[config.mk]
export PLATFORM = sky130hd
export DESIGN_NAME = jtframe_pause_ctl
export DESIGN_NICKNAME = d
export VERILOG_FILES = /design/src/rtl/jtframe_pkg.sv /design/src/rtl/jtframe_debounce.sv /design/src/rtl/jtframe_pause_ctl.sv
export SDC_FILE = /design/constraint.sdc
export NUM_CORES = 1
export LEC_CHECK = 0
export CAP_MARGIN = 20
export CORE_MARGIN = 2
export CORE_UTILIZATION = 40
export DETAILED_ROUTE_END_ITERATION = 7
export HOLD_SLACK_MARGIN = 0.06
export PLACE_DENSITY = 0.59
export SLEW_MARGIN = 20
export SYNTH_ARGS = -nofsm -noshare
export SYNTH_HDL_FRONTEND = slang
export SYNTH_SLANG_ARGS = --single-unit
[constraint.sdc]
create_clock -name clk -period 3.4 [get_ports clk]
set_input_delay 0.68 -clock clk [delete_from_list [all_inputs] [get_ports clk]]
set_output_delay 0.68 -clock clk [all_outputs]
set_load 0.03 [all_outputs]
[src/rtl/jtframe_pkg.sv]
// Shared definitions for the pause controller: FSM state encoding, dim levels,
// counter widths and the dim level lookup used when dimming is compiled in.
package jtframe_pkg;

    localparam int unsigned DEB_CW = 16;
    localparam int unsigned FCNT_W = 12;

    typedef enum logic [1:0] {
        ST_RUN      = 2'd0,
        ST_PAUSED   = 2'd1,
        ST_REL_WAIT = 2'd2
    } pause_st_e;

    localparam logic [1:0] DIM_NONE = 2'd0;
    localparam logic [1:0] DIM_LOW  = 2'd1;
    localparam logic [1:0] DIM_MID  = 2'd2;
    localparam logic [1:0] DIM_MAX  = 2'd3;

    // Dim level for a given paused frame count: first level at fr, then one
    // more level every step frames, saturating at DIM_MAX.
    function automatic logic [1:0] dim_level(
        input logic [FCNT_W-1:0] fcnt,
        input logic [FCNT_W-1:0] fr,
        input logic [7:0]        step
    );
        logic [FCNT_W+1:0] f;
        logic [FCNT_W+1:0] t1;
        logic [FCNT_W+1:0] t2;
        logic [FCNT_W+1:0] t3;
        f  = (FCNT_W+2)'(fcnt);
        t1 = (FCNT_W+2)'(fr);
        t2 = t1 + (FCNT_W+2)'(step);
        t3 = t2 + (FCNT_W+2)'(step);
        if (f >= t3)      return DIM_MAX;
        else if (f >= t2) return DIM_MID;
        else if (f >= t1) return DIM_LOW;
        else              return DIM_NONE;
    endfunction

endpackage

[src/rtl/jtframe_debounce.sv]
// Generic level debouncer: each bit of dout_o follows din_i only after the
// input has differed from the accepted level for COUNT consecutive samples.
// Ports: clk, rst (sync, active high), din_i[WIDTH] raw levels,
//        dout_o[WIDTH] debounced levels (registered).
module jtframe_debounce
    import jtframe_pkg::*;
#(
    parameter int unsigned       WIDTH = 1,
    parameter logic [DEB_CW-1:0] COUNT = 16'd4095
) (
    input  logic             clk,
    input  logic             rst,
    input  logic [WIDTH-1:0] din_i,
    output logic [WIDTH-1:0] dout_o
);

    logic [WIDTH-1:0]  dout_q;
    logic [WIDTH-1:0]  dout_d;
    logic [DEB_CW-1:0] cnt_q [WIDTH];
    logic [DEB_CW-1:0] cnt_d [WIDTH];

    // Count disagreeing samples; any agreeing sample restarts the count.
    always_comb begin
        dout_d = dout_q;
        for (int i = 0; i < int'(WIDTH); i++) begin
            cnt_d[i] = '0;
            if (din_i[i] != dout_q[i]) begin
                if (cnt_q[i] >= COUNT - DEB_CW'(1)) begin
                    dout_d[i] = din_i[i];
                end else begin
                    cnt_d[i] = cnt_q[i] + DEB_CW'(1);
                end
            end
        end
    end

    always_ff @(posedge clk) begin
        if (rst) begin
            dout_q <= '0;
            for (int i = 0; i < int'(WIDTH); i++) begin
                cnt_q[i] <= '0;
            end
        end else begin
            dout_q <= dout_d;
            for (int i = 0; i < int'(WIDTH); i++) begin
                cnt_q[i] <= cnt_d[i];
            end
        end
    end

    assign dout_o = dout_q;

endmodule

[src/rtl/jtframe_pause_ctl.sv]
// Frame-aligned pause controller. Merges keyboard/gamepad pause toggles,
// resume buttons and the OSD pause level into game_pause, changed only on a
// vs rising edge.
// Ports: clk, rst (sync, active high), vs, key_pause, joy_pause, resume,
//        osd_pause in; game_pause (registered), pause_evt (1-cycle strobe the
//        cycle after game_pause changes), dim[1:0] out.
// Optional: JTFRAME_PAUSE_DIM_EN enables progressive video dimming after
//           DIM_FR paused frames; otherwise dim is constant 0.
module jtframe_pause_ctl
    import jtframe_pkg::*;
#(
    parameter logic [15:0] DEB_CNT  = 16'd4095
`ifdef JTFRAME_PAUSE_DIM_EN
    ,
    parameter logic [11:0] DIM_FR   = 12'd1800,
    parameter logic [7:0]  DIM_STEP = 8'd64
`endif
) (
    input  logic       clk,
    input  logic       rst,
    input  logic       vs,
    input  logic       key_pause,
    input  logic       joy_pause,
    input  logic       resume,
    input  logic       osd_pause,
    output logic       game_pause,
    output logic       pause_evt,
    output logic [1:0] dim
);

    pause_st_e state_q, state_d;
    logic      tg_lvl, res_lvl;
    logic      tg_l_q, res_l_q, vs_l_q;
    logic      pend_on_q, pend_on_d;
    logic      pend_off_q, pend_off_d;
    logic      pend_res_q, pend_res_d;
    logic      game_pause_q, game_pause_d;
    logic      gp_l_q;
    logic      pause_evt_q, pause_evt_d;
    logic      tg_rise, res_rise, vs_rise;

    jtframe_debounce #(.WIDTH(1), .COUNT(DEB_CNT)) u_deb_tg (
        .clk    (clk),
        .rst    (rst),
        .din_i  (key_pause | joy_pause),
        .dout_o (tg_lvl)
    );

    jtframe_debounce #(.WIDTH(1), .COUNT(DEB_CNT)) u_deb_res (
        .clk    (clk),
        .rst    (rst),
        .din_i  (resume),
        .dout_o (res_lvl)
    );

    assign tg_rise  = tg_lvl  & ~tg_l_q;
    assign res_rise = res_lvl & ~res_l_q;
    assign vs_rise  = vs      & ~vs_l_q;

    // Edge-detect history
    always_ff @(posedge clk) begin
        if (rst) begin
            tg_l_q  <= 1'b0;
            res_l_q <= 1'b0;
            vs_l_q  <= 1'b0;
        end else begin
            tg_l_q  <= tg_lvl;
            res_l_q <= res_lvl;
            vs_l_q  <= vs;
        end
    end

    // State and output registers
    always_ff @(posedge clk) begin
        if (rst) begin
            state_q      <= ST_RUN;
            pend_on_q    <= 1'b0;
            pend_off_q   <= 1'b0;
            pend_res_q   <= 1'b0;
            game_pause_q <= 1'b0;
            gp_l_q       <= 1'b0;
            pause_evt_q  <= 1'b0;
        end else begin
            state_q      <= state_d;
            pend_on_q    <= pend_on_d;
            pend_off_q   <= pend_off_d;
            pend_res_q   <= pend_res_d;
            game_pause_q <= game_pause_d;
            gp_l_q       <= game_pause_q;
            pause_evt_q  <= pause_evt_d;
        end
    end

    // Requests are latched any time; they only take effect on a vs rise.
    always_comb begin
        state_d      = state_q;
        pend_on_d    = pend_on_q;
        pend_off_d   = pend_off_q;
        pend_res_d   = pend_res_q;
        game_pause_d = game_pause_q;
        pause_evt_d  = game_pause_q ^ gp_l_q;

        unique case (state_q)
            ST_RUN: begin
                // A second press before the frame edge withdraws the request.
                if (tg_rise) pend_on_d = ~pend_on_q;
                if (vs_rise && pend_on_q) begin
                    state_d   = ST_PAUSED;
                    pend_on_d = 1'b0;
                end
            end
            ST_PAUSED: begin
                // Resume takes priority so the release wait is always armed.
                if (res_rise) begin
                    pend_off_d = 1'b1;
                    pend_res_d = 1'b1;
                end else if (tg_rise) begin
                    pend_off_d = 1'b1;
                end
                if (vs_rise && pend_off_q) begin
                    state_d    = pend_res_q ? ST_REL_WAIT : ST_RUN;
                    pend_off_d = 1'b0;
                    pend_res_d = 1'b0;
                end
            end
            ST_REL_WAIT: begin
                // Keep the held start/coin button from re-pausing the game.
                if (!tg_lvl && !res_lvl) state_d = ST_RUN;
            end
            default: begin
                state_d    = ST_RUN;
                pend_on_d  = 1'b0;
                pend_off_d = 1'b0;
                pend_res_d = 1'b0;
            end
        endcase

        if (vs_rise) game_pause_d = (state_d == ST_PAUSED) | osd_pause;
    end

    assign game_pause = game_pause_q;
    assign pause_evt  = pause_evt_q;

`ifdef JTFRAME_PAUSE_DIM_EN
    logic [FCNT_W-1:0] fcnt_q, fcnt_d;
    logic [1:0]        dim_q, dim_d;

    // Count paused frames (saturating); clear on the first running frame.
    always_comb begin
        fcnt_d = fcnt_q;
        dim_d  = dim_q;
        if (vs_rise) begin
            if (game_pause_q) begin
                if (fcnt_q != '1) fcnt_d = fcnt_q + FCNT_W'(1);
                dim_d = dim_level(fcnt_d, DIM_FR, DIM_STEP);
            end else begin
                fcnt_d = '0;
                dim_d  = DIM_NONE;
            end
        end
    end

    always_ff @(posedge clk) begin
        if (rst) begin
            fcnt_q <= '0;
            dim_q  <= DIM_NONE;
        end else begin
            fcnt_q <= fcnt_d;
            dim_q  <= dim_d;
        end
    end

    assign dim = dim_q;
`else
    assign dim = DIM_NONE;
`endif

endmodule

==> results of run 1 <==
[metal layers]
layer  share of wire  wire [µm]  global-route usage
met3           0.033         90              0.0542
met4          0.0087         24              0.0503
met2            0.44       1200               0.195
met5               0          0                   0
met1            0.52       1440               0.156
[placed cells by master, fill, tap and decap left out, types with 4 or more instances in the layout]
master	instances
dfxtp_1	45
nor2_1	42
xnor2_1	12
xor2_1	9
nand3_1	9
ha_1	8
conb_1	8
clkdlybuf4s50_1	8
nand2_1	7
inv_1	6
clkbuf_8	6
a21oi_1	5
nor2b_1	4
[metrics by stage]
step | util | hold slack (ps) | cell area (µm²) | power, mW
final | 0.469 | 474 | 2070 | 0.928
after floorplan | - | 437 | 1880 | 0.601
after global routing | 0.469 | 507 | 2070 | 0.978
after global placement | 0.449 | 458 | 1980 | 0.617
after CTS | 0.469 | 482 | 2070 | 0.947
after detailed placement | 0.449 | 458 | 1980 | 0.617
[cells by family after synthesis]
kind of cell,after synthesis,synth area share
DFF,45,0.485
muxes,3,0.0175
adders and majority gates,8,0.0539
AOI/OAI and AO/OA,20,0.0774
buffers and inverters,12,0.0370
and+or+nand+nor,82,0.228
xor gates and xnor gates,21,0.0990
other,1,0.00202
[worst min-delay path by stage]
stage | startpoint | to | slack [ps] | cells after the start
after global routing | pend_res_q$_SDFFE_PP0P_ | pend_res_q$_SDFFE_PP0P_ | 510 | 1
after global placement | u_deb_tg.cnt_q[0][0]$_SDFF_PP0_ | u_deb_tg.cnt_q[0][0]$_SDFF_PP0_ | 460 | 1
after floorplan | pend_res_q$_SDFFE_PP0P_ | pend_res_q$_SDFFE_PP0P_ | 440 | 1
after CTS | u_deb_tg.cnt_q[0][0]$_SDFF_PP0_ | u_deb_tg.cnt_q[0][0]$_SDFF_PP0_ | 480 | 1
final | u_deb_tg.cnt_q[0][0]$_SDFF_PP0_ | u_deb_tg.cnt_q[0][0]$_SDFF_PP0_ | 470 | 1
after detailed placement | pend_off_q$_SDFFE_PP0P_ | pend_off_q$_SDFFE_PP0P_ | 460 | 1
[power by group through the flow]
stage / sequential (mW) / clock, mW / combinational [mW]
floorplan: 0.565 / 0 / 0.0357
global placement: 0.561 / 0 / 0.0557
detailed placement: 0.561 / 0 / 0.0558
CTS: 0.549 / 0.341 / 0.0562
global route: 0.551 / 0.365 / 0.0620
finish: 0.549 / 0.323 / 0.0559
[layout make-up]
type                            count  area [µm²]
Fill cell                         417        2340
Multi-Input combinational cell    142         915
Sequential cell                    45         901
Clock buffer                        7        86.3
Timing Repair Buffer                8        80.1
Tap cell                           52        65.1
Inverter                            6        22.5
==> flow_summary.json, run 1 <==
{
  "dr.pass1.iters": 4,
  "dieArea_um2": 5210,
  "die_width_um": 72.2,
  "ir_worst_vdd_mv": 0.213,
  "max_slew_margin": 0.653,
  "nets": 223,
  "rr_startpoint": "state_q[1]$_SDFF_PP0_",
  "grt_max_degree": 15,
  "cp-end-kind": "primary output",
  "cpMaxStageDelayCell": "clkdlybuf4s50_1",
  "yosys.area.top_type_share": 0.485,
  "place_hpwl_mm": 1.91,
  "htreeDepth": 2,
  "seqPwrFrac": 0.591,
  "via_per_inst": 4.77,
  "tightest_slew_ps": 519,
  "place.gp.congestion": 0.704,
  "post-place-ws_ps": 1220,
  "yosys-top-cells-area": "dfxtp_1 (48%), nor2_1 (8.5%), xnor2_1 (5.7%)",
  "worstPathRequired_ps": 2720,
  "power-per-cell-area_nw_per_um2": 449,
  "synth.distinct_cells": 39,
  "switching_share": 0.216,
  "wl_per_cell_um": 10.6,
  "endpoint": "game_pause",
  "dr_total_vias": 1240,
  "start_kind": "register",
  "yosysTopAreaCell": "dfxtp_1",
  "clkPwrFrac": 0.348,
  "diodes": 0,
  "ctsHoldBuffers": 0,
  "synth_top_cells_by_count": "dfxtp_1 (45), nor2_1 (42), xnor2_1 (12)",
  "yosys_warnings": 0,
  "cp_max_fo": 3,
  "r2r_setup_slack_ps": 1770,
  "finClkSkew_ps": 4.17,
  "syn_area_per_cell_um2": 9.68,
  "cp.depth": 1,
  "max-cap-violations": 0,
  "fp.coreArea_um2": 4410,
  "drt_wl_total_mm": 2.76,
  "status": "finished, final reports clean",
  "slowest_delay_ps": 690,
  "postRouteAntennaNets": 0,
  "p_comb_frac": 0.060,
  "clk_path_buf_depth": 2,
  "postCtsSetupBuffers": 0,
  "fmax_mhz": 491,
  "fin_crit_sh": 0.599,
  "finalCriticalPeriod_ps": 2040,
  "criticalPathCategory": "register to primary output",
  "startpoint": "game_pause$_SDFFE_PP0N_",
  "leakagePower_nw": 0.734,
  "clk-insertion-delay-late_ps": 290,
  "syn_area_um2": 1860,
  "worstReg2RegEnd": "pend_on_q$_SDFFE_PP0P_",
  "cp_cell_sequence": "clkdlybuf4s50_1",
  "reg2reg_depth": 4,
  "clkSlewWorstSetupHoldPaths_ps": 80,
  "portBuffers": 8,
  "fp.dieH_um": 72.2,
  "synth_seq_area_share": 0.485,
  "cts.sinks": 45,
  "numCtsBuffers": 5,
  "p_sw_mw": 0.200,
  "worst_slack_ps": 1360,
  "fin_cells": 260,
  "report.final.slew_viol_count": 0,
  "setup_viol_count_final": 0,
  "synthArstFlopShare": 0,
  "post_cts_resized": 0,
  "synth_ff_type": "dfxtp_1",
  "clockRootBuffer": "clkbuf_8",
  "rsz0062_at_grt": "no",
  "antenna_found_initial": 0,
  "dpl.cell_count": 253,
  "drc": 0,
  "syn_inst": 192,
  "final.setup.tns_ps": 0,
  "grt_pass1_wl_mm": 5.07,
  "first_global_vias": 1186,
  "cp_top_family": "buffers and inverters",
  "cp_data_arrival_time_ps": 1360,
  "grt-ovfl-total": 0,
  "hold_viol_final": 0,
  "synth_edf_count": 0,
  "drtIter0Drc": 58,
  "rows": 24,
  "grt.total_usage": 0.126,
  "start_util": 0.421,
  "drive_gt1_frac": 0.0865,
  "synth_most_common_cell": "dfxtp_1",
  "p_int_mw": 0.728,
  "synth-seq-cells": 45,
  "hp-class": "register to register",
  "cp_num_buf_inv": 1,
  "cts_tree": "built",
  "io_pins": 11,
  "biggestRegsByFlops": "u_deb_res.cnt_q x16, u_deb_tg.cnt_q x16, state_q x2",
  "synthToLayoutAreaGrowth_pct": 11.4
}
(Power assumes the default switching activity.)
==> inputs of run 2 (changes only) <==
--- a/config.mk
+++ b/config.mk
@@ -10,7 +10,7 @@
 export CORE_UTILIZATION = 40
 export DETAILED_ROUTE_END_ITERATION = 7
 export HOLD_SLACK_MARGIN = 0.06
-export PLACE_DENSITY = 0.59
+export PLACE_DENSITY = 0.61
 export SLEW_MARGIN = 20
 export SYNTH_ARGS = -nofsm -noshare
 export SYNTH_HDL_FRONTEND = slang
==> constraint.sdc (replaced) <==
create_clock -name clk -period 1.65 [get_ports clk]
set_input_delay 0.33 -clock clk [delete_from_list [all_inputs] [get_ports clk]]
set_output_delay 0.33 -clock clk [all_outputs]
set_load 0.03 [all_outputs]
==> flow_summary.json, run 2 (synthesis results as in run 1) <==
{
  "synthToLayoutAreaGrowth_pct": 17.2,
  "dr_total_vias": 1280,
  "final_common_cell": "dfxtp_1",
  "hp-class": "register to register",
  "cts.sinks": 45,
  "drive_gt1_frac": 0.147,
  "die_width_um": 72.2,
  "fin_crit_sh": 0.969,
  "nFillCells": 419,
  "cp_top_family": "buffers and inverters",
  "clockRootBuffer": "clkbuf_8",
  "fp.coreArea_um2": 4410,
  "cp_data_arrival_time_ps": 1270,
  "portBuffers": 8,
  "status": "finished, final reports clean",
  "multi_input_area_um2": 947,
  "drt_wl_total_mm": 2.97,
  "clk-insertion-delay-late_ps": 300,
  "setup_viol_count_final": 0,
  "finalCriticalPeriod_ps": 1600,
  "seq_area_um2": 901,
  "fmax_mhz": 625,
  "report.final.slew_viol_count": 0,
  "p_total_mw": 1.98,
  "power-per-cell-area_nw_per_um2": 907,
  "numCtsBuffers": 5,
  "antenna_found_initial": 0,
  "wl_per_cell_um": 11.0,
  "place_hpwl_mm": 2.09,
  "clkSlewWorstSetupHoldPaths_ps": 80,
  "start_kind": "register",
  "finClkSkew_ps": 3.19,
  "cp_max_fo": 1,
  "ir_worst_vdd_mv": 0.541,
  "cp-end-kind": "primary output",
  "diodes": 0,
  "hold-worst-slack_ps": 485,
  "io_pins": 11,
  "rsz0062_at_grt": "no",
  "htreeDepth": 2,
  "drc": 0,
  "criticalPathCategory": "register to primary output",
  "cts_tree": "built",
  "mostFrequentLayoutCells": "dfxtp_1 (45), nor2_1 (42), xnor2_1 (12)",
  "nets": 232,
  "rows": 24,
  "dpl.cell_count": 261,
  "grt-ovfl-total": 0,
  "hold_viol_final": 0,
  "grt_max_degree": 15,
  "worstPathRequired_ps": 1320,
  "max-cap-violations": 0,
  "drtIter0Drc": 45,
  "fp.dieH_um": 72.2,
  "place.gp.congestion": 0.757,
  "cpMaxStageDelayCell": "clkdlybuf4s50_1",
  "leakagePower_nw": 0.790,
  "postRouteAntennaNets": 0,
  "biggestRegsByFlops": "u_deb_res.cnt_q x16, u_deb_tg.cnt_q x16, state_q x2",
  "dieArea_um2": 5210,
  "start_util": 0.421,
  "dr.pass1.iters": 4,
  "grt.total_usage": 0.129,
  "fin_cells": 270,
  "cp_cell_sequence": "clkdlybuf4s50_1",
  "worst_slack_ps": 51.1,
  "post-place-ws_ps": -207,
  "cp_num_buf_inv": 1,
  "first_global_vias": 1286,
  "slowest_delay_ps": 660,
  "clk_path_buf_depth": 2,
  "grt_pass1_wl_mm": 5.29,
  "via_per_inst": 4.74
}
run 2: cell count changes in the layout (fill, tap and decap cells not counted), sizes merged:
cell	change
buf	+9
clkinv	+2
clkbuf	-1
clkdlybuf4s50	-1
dlygate4sd2	+1
run 2: what timing repair did:
action	CTS	global route
endpoints found under the setup margin	1	1
setup buffers	0	1
gates resized for setup	1	5
endpoints found under the hold margin	0	0
hold buffers	0	0
pin swaps	0	2
run 2: layout make-up:
type                       instances  area share
sequential                        45       0.414
inverter                           6      0.0103
multi-input combinational        142       0.435
timing repair buffer              17      0.0672
clock buffer                       6      0.0379
tap                               52      0.0299
clock inverter                     2     0.00632
run 2: routing by layer:
metal  vias to the layer above  global-route usage  share of wire
met5                         -                   0              0
li1                        682                   -              -
met2                         9               0.214           0.47
met3                         7              0.0375          0.027
met1                       582               0.153           0.49
met4                         0              0.0566          0.019
run 2: stage by stage:
step                setup TNS [ps]   util  instance area [µm²]
global route                     0  0.493                 2180
detailed placement            -381  0.463                 2040
global placement              -216  0.463                 2040
finish                           0  0.493                 2180
CTS                              0  0.484                 2140
floorplan                        0      -                 1880
run 2: power by group:
part / switching (mW) / leakage [nW] / internal (mW)
Combinational: 0.0665 / 0.372 / 0.0627
Clock: 0.378 / 0.0512 / 0.340
Sequential: 0.0167 / 0.367 / 1.11
Total: 0.461 / 0.790 / 1.52
run 2: path summary, 6_finish.rpt:
path	slack (ps)	cells past startpoint	from	end
max	50	1	pause_evt$_SDFF_PP0_	pause_evt
min	480	1	pend_off_q$_SDFFE_PP0P_	pend_off_q$_SDFFE_PP0P_
max reg2reg	100	4	state_q[0]$_SDFF_PP0_	pend_on_q$_SDFFE_PP0P_
min reg2reg	480	1	pend_off_q$_SDFFE_PP0P_	pend_off_q$_SDFFE_PP0P_
run 2: worst register-to-register path: stages (launching register included):
cell	delay (ps)
dfxtp_1	330
inv_1	120
ha_2	290
or4b_2	600
a21oi_1	150
==> inputs of run 3 (changes only) <==
--- a/config.mk
+++ b/config.mk
@@ -6,11 +6,14 @@
 export NUM_CORES = 1
 export LEC_CHECK = 0
 export CAP_MARGIN = 20
+export CELL_PAD_IN_SITES_DETAIL_PLACEMENT = 1
+export CELL_PAD_IN_SITES_GLOBAL_PLACEMENT = 2
 export CORE_MARGIN = 2
-export CORE_UTILIZATION = 40
+export CORE_UTILIZATION = 33
 export DETAILED_ROUTE_END_ITERATION = 7
 export HOLD_SLACK_MARGIN = 0.06
-export PLACE_DENSITY = 0.61
+export PLACE_DENSITY = 0.75
+export SKIP_LAST_GASP = 1
 export SLEW_MARGIN = 20
 export SYNTH_ARGS = -nofsm -noshare
 export SYNTH_HDL_FRONTEND = slang
==> flow_summary.json, run 3 (synthesis results as in run 1) <==
{
  "ir_worst_vdd_mv": 0.375,
  "grt.total_usage": 0.133,
  "nFillCells": 666,
  "p_comb_frac": 0.061,
  "clkPwrFrac": 0.408,
  "seq_area_um2": 902,
  "biggestRegsByFlops": "u_deb_res.cnt_q x16, u_deb_tg.cnt_q x16, state_q x2",
  "report.final.slew_viol_count": 0,
  "diodes": 0,
  "cts.sinks": 45,
  "synthToLayoutAreaGrowth_pct": 18.8,
  "fp.dieH_um": 79.0,
  "p_sw_mw": 0.464,
  "rsz0062_at_grt": "yes",
  "dpl.cell_count": 282,
  "cp_max_fo": 13,
  "clk-insertion-delay-late_ps": 290,
  "power-per-cell-area_nw_per_um2": 966,
  "first_global_vias": 1461,
  "use_met1": 0.151,
  "clockRootBuffer": "clkbuf_8",
  "switching_share": 0.217,
  "wl_per_cell_um": 12.8,
  "met3_usage": 0.0352,
  "multi_input_area_um2": 923,
  "seqPwrFrac": 0.531,
  "place_hpwl_mm": 2.83,
  "cp_data_arrival_time_ps": 1770,
  "portBuffers": 8,
  "via_per_inst": 4.62,
  "fp.coreArea_um2": 5470,
  "grtUsageMet2": 0.238,
  "p_int_mw": 1.67,
  "finClkSkew_ps": 5.03,
  "finalCriticalPeriod_ps": 1550,
  "clkSlewWorstSetupHoldPaths_ps": 80,
  "die_width_um": 79.0,
  "drc": 0,
  "start_kind": "register",
  "rows": 27,
  "dr.pass1.iters": 4,
  "htreeDepth": 2,
  "fmax_mhz": 647,
  "hold_viol_final": 0,
  "antenna_found_initial": 0,
  "io_pins": 11,
  "final_common_cell": "dfxtp_1",
  "status": "finished, final reports clean",
  "post_cts_resized": 1,
  "drive_gt1_frac": 0.147,
  "mostFrequentLayoutCells": "dfxtp_1 (44), nor2_1 (41), xnor2_1 (12)",
  "detailed_place.area_um2": 2080,
  "cts_tree": "built",
  "nets": 232,
  "hp-class": "register to register",
  "grt_max_degree": 15,
  "setup_viol_count_final": 0,
  "dr_total_vias": 1339,
  "numCtsBuffers": 5,
  "max-cap-violations": 0,
  "postCtsSetupBuffers": 0,
  "busiest_layer": "met2",
  "final_area_um2": 2210,
  "grt-ovfl-total": 0,
  "ctsHoldBuffers": 0,
  "criticalPathCategory": "register to register",
  "fin_crit_sh": 0.937,
  "postRouteAntennaNets": 0,
  "grt_pass1_wl_mm": 6.61,
  "start_util": 0.340,
  "cp-end-kind": "register",
  "dieArea_um2": 6250,
  "fin_cells": 290,
  "leakagePower_nw": 0.810,
  "p_total_mw": 2.13,
  "drt_wl_total_mm": 3.72,
  "worstPathRequired_ps": 1880,
  "clk_path_buf_depth": 2,
  "drtIter0Drc": 35,
  "place.gp.congestion": 0.694
}
-- run 3: through the flow --
stage | worst slack (ps) | hold WS, ps | utilization | TNS (ps)
final | 104 | 492 | 0.403 | 0
after global routing | -47.1 | 531 | 0.403 | -57.0
after CTS | 33.7 | 498 | 0.401 | 0
after detailed placement | -183 | 470 | 0.379 | -278
after global placement | -121 | 464 | 0.379 | -121
after floorplan | 124 | 422 | - | 0
-- run 3: final timing paths --
kind	startpoint	to	slack, ps	depth (start not counted)
min reg2reg	pend_res_q$_SDFFE_PP0P_	pend_res_q$_SDFFE_PP0P_	490	1
max	u_deb_tg.cnt_q[0][0]$_SDFF_PP0_	u_deb_tg.cnt_q[0][3]$_SDFF_PP0_	100	6
max reg2reg	u_deb_tg.cnt_q[0][0]$_SDFF_PP0_	u_deb_tg.cnt_q[0][3]$_SDFF_PP0_	100	6
min	pend_res_q$_SDFFE_PP0P_	pend_res_q$_SDFFE_PP0P_	490	1
-- run 3: layout make-up --
| type | instances | area share |
|---|---|---|
| Multi-Input combinational cell | 142 | 0.418 |
| Sequential cell | 45 | 0.409 |
| Timing Repair Buffer | 17 | 0.0675 |
| Tap cell | 72 | 0.0408 |
| Clock buffer | 6 | 0.0374 |
| Clock inverter | 2 | 0.0170 |
| Inverter | 6 | 0.0102 |
-- run 3: power groups by stage --
stage	clock, mW	sequential (mW)	combinational, mW
floorplan	0	1.16	0.0736
global placement	0	1.16	0.127
detailed placement	0	1.16	0.132
CTS	0.897	1.13	0.131
global route	0.963	1.14	0.144
finish	0.869	1.13	0.130
-- run 3: worst max-delay path, cell delays in order (launching register included) --
cell and delay (ps):
dfxtp_1 340, inv_1 50, ha_1 190, o211ai_1 160
o31ai_1 120, or3_4 470, nor2_1 150
-- run 3: metal layers --
metal,wire [µm],vias up
li1,-,685
met1,1640,634
met2,1910,12
met3,91,8
met4,76,0
met5,0,-
